[config.mk]
export PLATFORM = sky130hd
export DESIGN_NAME = hps_spi_master
export DESIGN_NICKNAME = d
export VERILOG_FILES = /design/src/rtl/hps_spi_master.sv
export SDC_FILE = /design/constraint.sdc
export NUM_CORES = 1
export LEC_CHECK = 0
export ABC_CLOCK_PERIOD_IN_PS = 4600
export BUFFER_PORTS_ARGS = -buffer_cell sky130_fd_sc_hd__clkbuf_2
export CAP_MARGIN = 0
export CORE_AREA = 2 2 79 81
export DETAILED_ROUTE_END_ITERATION = 12
export DIE_AREA = 0 0 81 83
export PLACE_DENSITY = 0.88
export SYNTH_ARGS = -nofsm -noshare
export SYNTH_HDL_FRONTEND = slang
export SYNTH_SLANG_ARGS = --single-unit
[constraint.sdc]
create_clock -name sys_clk -period 4.6 [get_ports sys_clk]
set_input_delay 0.92 -clock sys_clk [delete_from_list [all_inputs] [get_ports sys_clk]]
set_output_delay 0.92 -clock sys_clk [all_outputs]
set_load 0.05 [all_outputs]
[src/rtl/hps_spi_master.sv]
// SPI master for the HPS SPI slave link: 16-bit words, mode 0, MSB first, with multi-word frames.
// Optional build macro HPS_SPI_LOOPBACK_EN: receive path samples the internal mosi instead of spi_miso.
module hps_spi_master #(
  parameter int CLK_DIV  = 4,
  parameter int CS_SETUP = 2,
  parameter int CS_HOLD  = 2
) (
  input  logic        sys_clk,
  input  logic        reset,
  input  logic [15:0] tx_data,
  input  logic        tx_valid,
  output logic        tx_ready,
  input  logic        tx_last,
  input  logic [1:0]  tx_sel,
  output logic [15:0] rx_data,
  output logic        rx_valid,
  output logic        busy,
  output logic        spi_clk,
  output logic        spi_mosi,
  input  logic        spi_miso,
  output logic        spi_cs,
  output logic        fpga_enable,
  output logic        osd_enable,
  output logic        io_enable
);

  typedef enum logic [2:0] {
    ST_IDLE, ST_SETUP, ST_LOW, ST_HIGH, ST_DONE, ST_WAIT, ST_HOLD, ST_DESEL
  } state_t;

  // Counter is 8 bits wide so CLK_DIV up to 255 never wraps.
  localparam logic [7:0] DIV_LAST   = 8'(CLK_DIV - 1);
  localparam logic [7:0] SETUP_LAST = 8'(CS_SETUP - 1);
  // DONE already supplies the first hold cycle, so HOLD runs CS_HOLD-1 cycles.
  localparam logic [7:0] HOLD_LAST  = 8'(CS_HOLD - 2);

  state_t      state_q, state_d;
  logic [7:0]  cnt_q, cnt_d;
  logic [3:0]  bit_q, bit_d;
  logic [15:0] tx_sh_q, tx_sh_d;
  logic [15:0] rx_sh_q, rx_sh_d;
  logic [15:0] rx_data_q, rx_data_d;
  logic        rx_valid_q, rx_valid_d;
  logic        last_q, last_d;
  logic [2:0]  en_q, en_d;
  logic        cs_q, cs_d;
  logic        sclk_q, sclk_d;
  logic        mosi_q, mosi_d;
  logic        busy_q, busy_d;
  logic        ready_q, ready_d;
  logic        accept;
  logic        sample_bit;

`ifdef HPS_SPI_LOOPBACK_EN
  logic unused_miso;
  assign unused_miso = spi_miso;
  assign sample_bit  = mosi_q;
`else
  assign sample_bit  = spi_miso;
`endif

  // en bit 0 = fpga, 1 = osd, 2 = io; selector 3 aliases fpga.
  function automatic logic [2:0] sel_decode(input logic [1:0] sel);
    case (sel)
      2'd1:    return 3'b010;
      2'd2:    return 3'b100;
      default: return 3'b001;
    endcase
  endfunction

  assign accept = tx_valid & ready_q;

  always_comb begin
    state_d    = state_q;
    cnt_d      = cnt_q;
    bit_d      = bit_q;
    tx_sh_d    = tx_sh_q;
    rx_sh_d    = rx_sh_q;
    rx_data_d  = rx_data_q;
    rx_valid_d = 1'b0;
    last_d     = last_q;
    en_d       = en_q;
    cs_d       = cs_q;
    sclk_d     = sclk_q;
    mosi_d     = mosi_q;
    busy_d     = busy_q;

    case (state_q)
      ST_IDLE: begin
        if (accept) begin
          cs_d    = 1'b0;
          en_d    = sel_decode(tx_sel);
          busy_d  = 1'b1;
          tx_sh_d = tx_data;
          mosi_d  = tx_data[15];
          last_d  = tx_last;
          cnt_d   = 8'd0;
          state_d = ST_SETUP;
        end
      end
      ST_SETUP: begin
        if (cnt_q == SETUP_LAST) begin
          cnt_d   = 8'd0;
          bit_d   = 4'd0;
          state_d = ST_LOW;
        end else begin
          cnt_d = cnt_q + 8'd1;
        end
      end
      ST_LOW: begin
        if (cnt_q == DIV_LAST) begin
          cnt_d   = 8'd0;
          sclk_d  = 1'b1;
          rx_sh_d = {rx_sh_q[14:0], sample_bit};
          state_d = ST_HIGH;
        end else begin
          cnt_d = cnt_q + 8'd1;
        end
      end
      ST_HIGH: begin
        if (cnt_q == DIV_LAST) begin
          cnt_d  = 8'd0;
          sclk_d = 1'b0;
          if (bit_q == 4'd15) begin
            rx_data_d  = rx_sh_q;
            rx_valid_d = 1'b1;
            state_d    = ST_DONE;
          end else begin
            bit_d   = bit_q + 4'd1;
            tx_sh_d = {tx_sh_q[14:0], 1'b0};
            mosi_d  = tx_sh_q[14];
            state_d = ST_LOW;
          end
        end else begin
          cnt_d = cnt_q + 8'd1;
        end
      end
      ST_DONE: begin
        cnt_d = 8'd0;
        if (!last_q) begin
          state_d = ST_WAIT;
        end else if (CS_HOLD == 1) begin
          cs_d    = 1'b1;
          en_d    = 3'b000;
          state_d = ST_DESEL;
        end else begin
          state_d = ST_HOLD;
        end
      end
      ST_WAIT: begin
        // Continuation words skip SETUP and keep the frame's selector.
        if (accept) begin
          tx_sh_d = tx_data;
          mosi_d  = tx_data[15];
          last_d  = tx_last;
          bit_d   = 4'd0;
          cnt_d   = 8'd0;
          state_d = ST_LOW;
        end
      end
      ST_HOLD: begin
        if (cnt_q == HOLD_LAST) begin
          cnt_d   = 8'd0;
          cs_d    = 1'b1;
          en_d    = 3'b000;
          state_d = ST_DESEL;
        end else begin
          cnt_d = cnt_q + 8'd1;
        end
      end
      ST_DESEL: begin
        if (cnt_q == DIV_LAST) begin
          cnt_d   = 8'd0;
          busy_d  = 1'b0;
          state_d = ST_IDLE;
        end else begin
          cnt_d = cnt_q + 8'd1;
        end
      end
      default: begin
        state_d = ST_IDLE;
      end
    endcase

    ready_d = (state_d == ST_IDLE) || (state_d == ST_WAIT);
  end

  always_ff @(posedge sys_clk or negedge reset) begin
    if (!reset) begin
      state_q    <= ST_IDLE;
      cnt_q      <= 8'd0;
      bit_q      <= 4'd0;
      tx_sh_q    <= 16'd0;
      rx_sh_q    <= 16'd0;
      rx_data_q  <= 16'd0;
      rx_valid_q <= 1'b0;
      last_q     <= 1'b0;
      en_q       <= 3'b000;
      cs_q       <= 1'b1;
      sclk_q     <= 1'b0;
      mosi_q     <= 1'b0;
      busy_q     <= 1'b0;
      ready_q    <= 1'b0;
    end else begin
      state_q    <= state_d;
      cnt_q      <= cnt_d;
      bit_q      <= bit_d;
      tx_sh_q    <= tx_sh_d;
      rx_sh_q    <= rx_sh_d;
      rx_data_q  <= rx_data_d;
      rx_valid_q <= rx_valid_d;
      last_q     <= last_d;
      en_q       <= en_d;
      cs_q       <= cs_d;
      sclk_q     <= sclk_d;
      mosi_q     <= mosi_d;
      busy_q     <= busy_d;
      ready_q    <= ready_d;
    end
  end

  assign tx_ready    = ready_q;
  assign rx_data     = rx_data_q;
  assign rx_valid    = rx_valid_q;
  assign busy        = busy_q;
  assign spi_clk     = sclk_q;
  assign spi_mosi    = mosi_q;
  assign spi_cs      = cs_q;
  assign fpga_enable = en_q[0];
  assign osd_enable  = en_q[1];
  assign io_enable   = en_q[2];

endmodule

==> results.cfg, run 1 <==
[outcome]
status = complete, no violations

[placement]
place.gp.congestion = 0.8613
io_buffers = 47
hpwl_um = 4368
dp_worst_setup_slack_ps = 1654

[setup_path]
criticalPathCategory = reg2reg
slowest_delay_ps = 1120
critical-path-slowest-cell = a32oi_2
cp-end-kind = flip-flop
cp-start-kind = flip-flop
worst-path-max-fanout = 32
worst_r2r_endpoint = spi_mosi$_DFFE_PN0P_
r2r_setup_slack_ps = 1610
reg2reg_from = state_q[0]$_DFF_PN0_
reg2regPathDepth = 4
required_ps = 4780
arrival_ps = 3170
crit_start = state_q[0]$_DFF_PN0_
crit_path_cell_trace = nand2b_1, and3_1, a32oi_2, o21ai_0
cp-endpoint = spi_mosi$_DFFE_PN0P_

[timing]
finalSetupTns_ps = 0
skew_ps = 14.16
finalSetupViolCount = 0
period_share_pct = 64.92
rsz0062_at_grt = false
slew_violations = 0
slew_headroom_pct = 16.29
worst_hold_slack_ps = 465.8
tightest_slew_ps = 1256
min_period_ps = 2987
finalHoldViolCount = 0
postLayoutSetupSlackWorst_ps = 1613
fmax_mhz = 334.8

[clock_network]
insertion_delay_ps = 360
cts_buffers = 9
root_buffer = clkbuf_8
cts_setup_buffers = 0
cts.sinks = 72
cts_htree_levels = 3
holdBufCountCts = 0
clk_path_buf_depth = 2
clk_transition_reported_paths_ps = 70
tritoncts = yes
ctsResizeCount = 0

[finish]
antenna_cells = 0
n_fill_cell = 438
syn2layout_area_growth_pct = 13.71
final_core_util_pct = 66.22
drive_gt1_share_pct = 27.86
nets = 365

[floorplan]
io_pins = 48
fp-row-count = 28
start_util_pct = 58.24
dieWidth_um = 81
core_um2 = 5816
dieArea_um2 = 6723
fp.dieH_um = 83

[synth]
synthDistinctLibCells = 45
synthAdderAreaFrac_pct = 2.216
synth_edf_count = 0
synthCells = 292
syn_area_per_cell_um2 = 11.60
synth_xor_area_share_pct = 0.7758
yosys_register_bits = 72
synth_top_family_by_area = multiplexers
yosys.area_share.simple_pct = 11.86
muxShareOfSynthArea_pct = 17.55
synth_fp_nets = 321
synthArstFlopShare_pct = 100.0
synth-compound-area-share_pct = 10.79
synth_area_um2 = 3387
synth-main-ff-cell = dfrtp_1
seq_area_frac_synth_pct = 53.23
ys_warn_count = 0

[route]
postRouteAntennaNets = 0
wl_per_cell_um = 15.14
dr.pass1.iters = 4
drt_iter0_drc = 150
routed_wl_um = 6300
vias = 2326
via_per_inst = 5.591
drc = 0

[power_and_ir_drop]
p_leak_nw = 1.893
finalPower_mw = 1.168
pwr_density_cell_nw_per_um2 = 303.2
ir_worst_vdd_mv = 0.2498

[hold_path]
hp-class = reg2reg

[global_routing]
grt_pass1_vias = 2321
grt_overflow_total = 0
grt_usage_pct = 21.59
grt_max_degree = 40
grt_antenna_before_repair = 0
grt_pass1_wl_um = 11110

[run]
cap_violations = 0
[worst max-delay path, delay by kind of cell, from the launching register on]
family          cells  cell delay [ps]
compound gates      2             1330
flops               1              640
simple gates        2              840
[cell usage after synthesis, drive strengths merged (2+ instances only)]
library cell / number / area [um^2]
o22ai: 2 / 12.51
mux2i: 17 / 170.2
nor3: 3 / 15.01
o31ai: 4 / 30.03
nand2: 31 / 118.9
nor2: 5 / 18.77
o21ai: 27 / 135.1
inv: 10 / 37.54
xnor2: 3 / 26.28
nand3: 8 / 52.55
nor2b: 3 / 18.77
buf: 10 / 65.06
ha: 6 / 75.07
and2: 3 / 18.77
a22o: 3 / 26.28
clkbuf: 5 / 18.77
dfrtp: 71 / 1777
nand2b: 5 / 31.28
nand3b: 3 / 22.52
and3: 11 / 68.82
a31oi: 4 / 25.02
a21oi: 8 / 40.04
mux2: 35 / 424.2
[cells by family (layout without fill, tap and decap cells)]
group / after synthesis / count (layout)
XOR/XNOR: 3 / 3
adder cells (fa/ha/maj): 6 / 6
AND/OR/NAND/NOR: 75 / 75
flip-flops: 72 / 72
multiplexers: 52 / 52
AO/OA/AOI/OAI: 59 / 59
buffers and inverters: 25 / 74
[cells in the final DEF (no fill, tap or decap), drive strengths merged, types with 2 or more instances in the layout]
cell / instances
a22o: 3
a31oi: 4
clkbuf: 55
a21oi: 8
clkinv: 3
xnor2: 3
and2: 3
dfrtp: 71
o31ai: 4
nor2: 5
buf: 2
nand2: 31
o21ai: 27
ha: 6
nor2b: 3
mux2: 35
nand3: 8
nor3: 3
o22ai: 2
inv: 12
nand3b: 3
mux2i: 17
and3: 11
nand2b: 5
[metal layers]
metal  part of all wire, %  wire (um)  track usage (%)  up-vias
met5                     0          0                0        -
met1                    45       2859            28.68     1134
met2                    49       3066            33.51       50
met4                   2.0        126            9.861        0
met3                   3.9        248            4.891       12
li1                      -          -                -     1130
[through the flow]
step / instance area, um^2 / std cells
after floorplan: 3387 / 292
after detailed placement: 3647 / 400
after CTS: 3851 / 416
after global placement: 3647 / 400
final: 3851 / 416
after global routing: 3851 / 416
[area by class of cell]
class	count	area, um^2	share of cell area, %
timing repair buffer	48	242.7	6.303
clock buffer	9	123.9	3.216
sequential	72	1803	46.82
clock inverter	7	80.08	2.079
tap	75	93.84	2.437
multi-input combinational	195	1470	38.17
inverter	10	37.54	0.9747
[state kept, by name, summed over array words and instances (netlist names)]
name and count:
rx_data 16, rx_sh_q 16, tx_sh_q 15, cnt_q 8, bit_q 4, en_q 3, state_q 3, busy 1
last_q 1, rx_valid 1, spi_clk 1, spi_cs 1, spi_mosi 1, tx_ready 1
[worst min path at each step]
| stage | start | endpoint | depth (start not counted) |
|---|---|---|---|
| after floorplan | tx_sh_q[0]$_DFFE_PN0P_ | tx_sh_q[0]$_DFFE_PN0P_ | 2 |
| after global placement | spi_cs$_DFFE_PN1P_ | spi_cs$_DFFE_PN1P_ | 2 |
| after detailed placement | spi_cs$_DFFE_PN1P_ | spi_cs$_DFFE_PN1P_ | 2 |
| after CTS | spi_cs$_DFFE_PN1P_ | spi_cs$_DFFE_PN1P_ | 2 |
| after global routing | spi_cs$_DFFE_PN1P_ | spi_cs$_DFFE_PN1P_ | 2 |
| final | spi_cs$_DFFE_PN1P_ | spi_cs$_DFFE_PN1P_ | 2 |
[power by group]
group | internal [mW] | switching (mW)
logic | 0.00821 | 0.0154
clock network | 0.257 | 0.254
registers | 0.633 | 0.000293
(Power assumes the default switching activity.)
==> run 2, diff against run 1 <==
==> config.mk (replaced) <==
export PLATFORM = sky130hd
export DESIGN_NAME = hps_spi_master
export DESIGN_NICKNAME = d
export VERILOG_FILES = /design/src/rtl/hps_spi_master.sv
export SDC_FILE = /design/constraint.sdc
export NUM_CORES = 1
export LEC_CHECK = 0
export ABC_AREA = 1
export ABC_CLOCK_PERIOD_IN_PS = 2600
export BUFFER_PORTS_ARGS = -buffer_cell sky130_fd_sc_hd__clkbuf_2
export CAP_MARGIN = 0
export CORE_AREA = 2 2 86 88
export DETAILED_ROUTE_END_ITERATION = 12
export DIE_AREA = 0 0 88 90
export PLACE_DENSITY = 0.83
export SYNTH_ARGS = -nofsm -noshare
export SYNTH_HDL_FRONTEND = slang
export SYNTH_SLANG_ARGS = --single-unit
==> constraint.sdc (replaced) <==
create_clock -name sys_clk -period 2.6 [get_ports sys_clk]
set_input_delay 0.52 -clock sys_clk [delete_from_list [all_inputs] [get_ports sys_clk]]
set_output_delay 0.52 -clock sys_clk [all_outputs]
set_load 0.05 [all_outputs]
==> run 2 against run 1 <==
Final cell count up 37%. Non-clock buffer count increased by 2. Core utilization decreased by 8.5 points.
==> results.cfg, run 2 <==
[clock_network]
cts_htree_levels = 3
ctsResizeCount = 0
insertion_delay_ps = 340
clk_transition_reported_paths_ps = 80
tritoncts = yes
holdBufCountCts = 0
clk_path_buf_depth = 2
root_buffer = clkbuf_8
cts_setup_buffers = 0
cts.sinks = 72
cts_buffers = 9

[route]
dr.pass1.iters = 4
via_per_inst = 4.996
drc = 0
routed_wl_um = 7083
postRouteAntennaNets = 0
wl_per_cell_um = 12.40
vias = 2853
drt_iter0_drc = 165

[floorplan]
dieArea_um2 = 7920
fp.dieH_um = 90
fp-row-count = 31
io_pins = 48
start_util_pct = 50.69
dieWidth_um = 88
core_um2 = 7020

[finish]
antenna_cells = 0
seqCellArea_um2 = 1803
final_common_cell = nand2_1
n_fill_cell = 608
stdcell_count = 571
syn2layout_area_growth_pct = 13.92
final_core_util_pct = 57.74
drive_gt1_share_pct = 19.28
final_cell_mix = nand2_1 (84), dfrtp_1 (71), inv_1 (64)
multi_input_area_um2 = 1411
nets = 496
design_area_um2 = 4054

[synth]
ys_warn_count = 0
seq_area_frac_synth_pct = 50.67
synth.largest_area_cell = dfrtp_1
synth_area_um2 = 3558
synth_fp_nets = 449
synth-main-ff-cell = dfrtp_1
ys_top_cells_by_area = dfrtp_1 (50%), nand2_1 (8.9%), o21ai_0 (6.8%), inv_1 (6.8%), nor2_1 (4.1%)
netlist_top_cells_count = nand2_1 (84), dfrtp_1 (71), inv_1 (64)
synthDistinctLibCells = 38
synth_xor_area_share_pct = 1.231
synth_top_family_by_area = simple AND/OR/NAND/NOR gates
synth.most_common_cell = nand2_1
synth_edf_count = 0
muxShareOfSynthArea_pct = 0
yosys.area_share.simple_pct = 22.12
synthArstFlopShare_pct = 100.0
synth-compound-area-share_pct = 14.21
synthDominantCellAreaShare_pct = 49.93
yosys_register_bits = 72
synthCells = 420
syn_area_per_cell_um2 = 8.472
synthAdderAreaFrac_pct = 2.110

[setup_path]
criticalPathCategory = reg2reg
arrival_ps = 2260
cp_num_buf_inv = 1
critical-path-top-delay-family = simple AND/OR/NAND/NOR gates
crit_start = state_q[2]$_DFF_PN0_
r2r_setup_slack_ps = 550
required_ps = 2810
cp-start-kind = flip-flop
cp-end-kind = flip-flop
reg2regPathDepth = 7
crit_path_cell_trace = inv_1, nand2_2, nand2_4, nand2_4, nand4_4, nor2_1, a21oi_1
cpMostUsedCell = nand2_4
worst-path-max-fanout = 33
reg2reg_from = state_q[2]$_DFF_PN0_
worst_r2r_endpoint = tx_sh_q[10]$_DFFE_PN0P_
critical-path-slowest-cell = dfrtp_1
slowest_delay_ps = 570

[hold_path]
hp-class = in2async

[placement]
hpwl_um = 5017
place.gp.congestion = 0.9000
dp_worst_setup_slack_ps = 584.4
place_area_um2 = 3856
io_buffers = 47
dp_cells = 555

[timing]
slew_headroom_pct = 56.01
period_share_pct = 78.80
postLayoutSetupSlackWorst_ps = 551.1
finalSetupTns_ps = 0
rsz0062_at_grt = false
skew_ps = 6.246
min_period_ps = 2049
fmax_mhz = 488.1
slew_violations = 0
finalSetupViolCount = 0
finalHoldViolCount = 0
tightest_slew_ps = 659.9

[global_routing]
grt_antenna_before_repair = 0
grt_pass1_vias = 2721
grt_overflow_total = 0
grt_pass1_wl_um = 12030
grt_usage_pct = 19.27
grt_max_degree = 73

[power_and_ir_drop]
p_leak_nw = 2.058
ir_worst_vdd_mv = 0.4660
pwr_density_cell_nw_per_um2 = 1008

[outcome]
status = complete, no violations

[run]
cap_violations = 0
==> run 2: cell types whose count changed after synthesis, moves of 17 or more <==
cell     change
mux2_2      -18
inv_1       +54
mux2i_1     -17
nand2_1     +54
nor2_1      +34
o21ai_0     +36
==> run 2: worst reg2reg max path, cell delays in order, from the launching register on <==
cell,delay (ps)
dfrtp_1,570
inv_1,150
nand2_2,180
nand2_4,200
nand2_4,170
nand4_4,380
nor2_1,220
a21oi_1,60
==> run 2: metal layers <==
metal	GRT usage, %	part of all wire (%)	vias up
met5	0	0	-
met4	8.974	0.99	0
met3	4.775	4.4	7
met2	29.04	47	60
met1	26.02	47	1353
li1	-	-	1433
==> run 2: worst max-delay path by stage <==
| stage | endpoint | slack [ps] | cells past startpoint |
|---|---|---|---|
| 6_report | tx_sh_q[10]$_DFFE_PN0P_ | 550 | 7 |
| 4_1_cts | tx_sh_q[3]$_DFFE_PN0P_ | 570 | 7 |
| 3_3_place_gp | tx_sh_q[1]$_DFFE_PN0P_ | 690 | 6 |
| 3_5_place_dp | tx_sh_q[4]$_DFFE_PN0P_ | 580 | 7 |
| 2_1_floorplan | tx_ready$_DFF_PN0_ | 970 | 10 |
| 5_1_grt | tx_sh_q[1]$_DFFE_PN0P_ | 350 | 6 |
==> run 2: through the flow <==
stage	hold WS, ps	power, mW
after global routing	204.4	4.399
final	180.5	4.086
after floorplan	224.4	2.922
after CTS	220.5	4.108
after detailed placement	472.2	3.209
after global placement	453.4	3.136
==> run 2: cells by family (layout without fill, tap and decap cells) <==
logic type	count (synthesis)	after routing
simple gates	168	168
flops	72	72
xor+xnor	5	5
compound gates	89	89
fa+ha+maj	6	6
buf+inv	80	132
==> run 2: where the power goes <==
part	total, mW	internal, mW	switching (mW)
logic	1.67	0.495	1.17
clock network	0.884	0.468	0.416
registers	1.54	1.38	0.152
total	4.09	2.35	1.74
==> run 2: final cells by class <==
class                   count  area share (%)
flip-flops and latches     72           44.48
clock buffers              11           3.488
well taps                  99           3.056
inverters                  66           6.111
clock inverters             5           1.389
multi-input cells         268           34.81
repair buffers             50           6.667
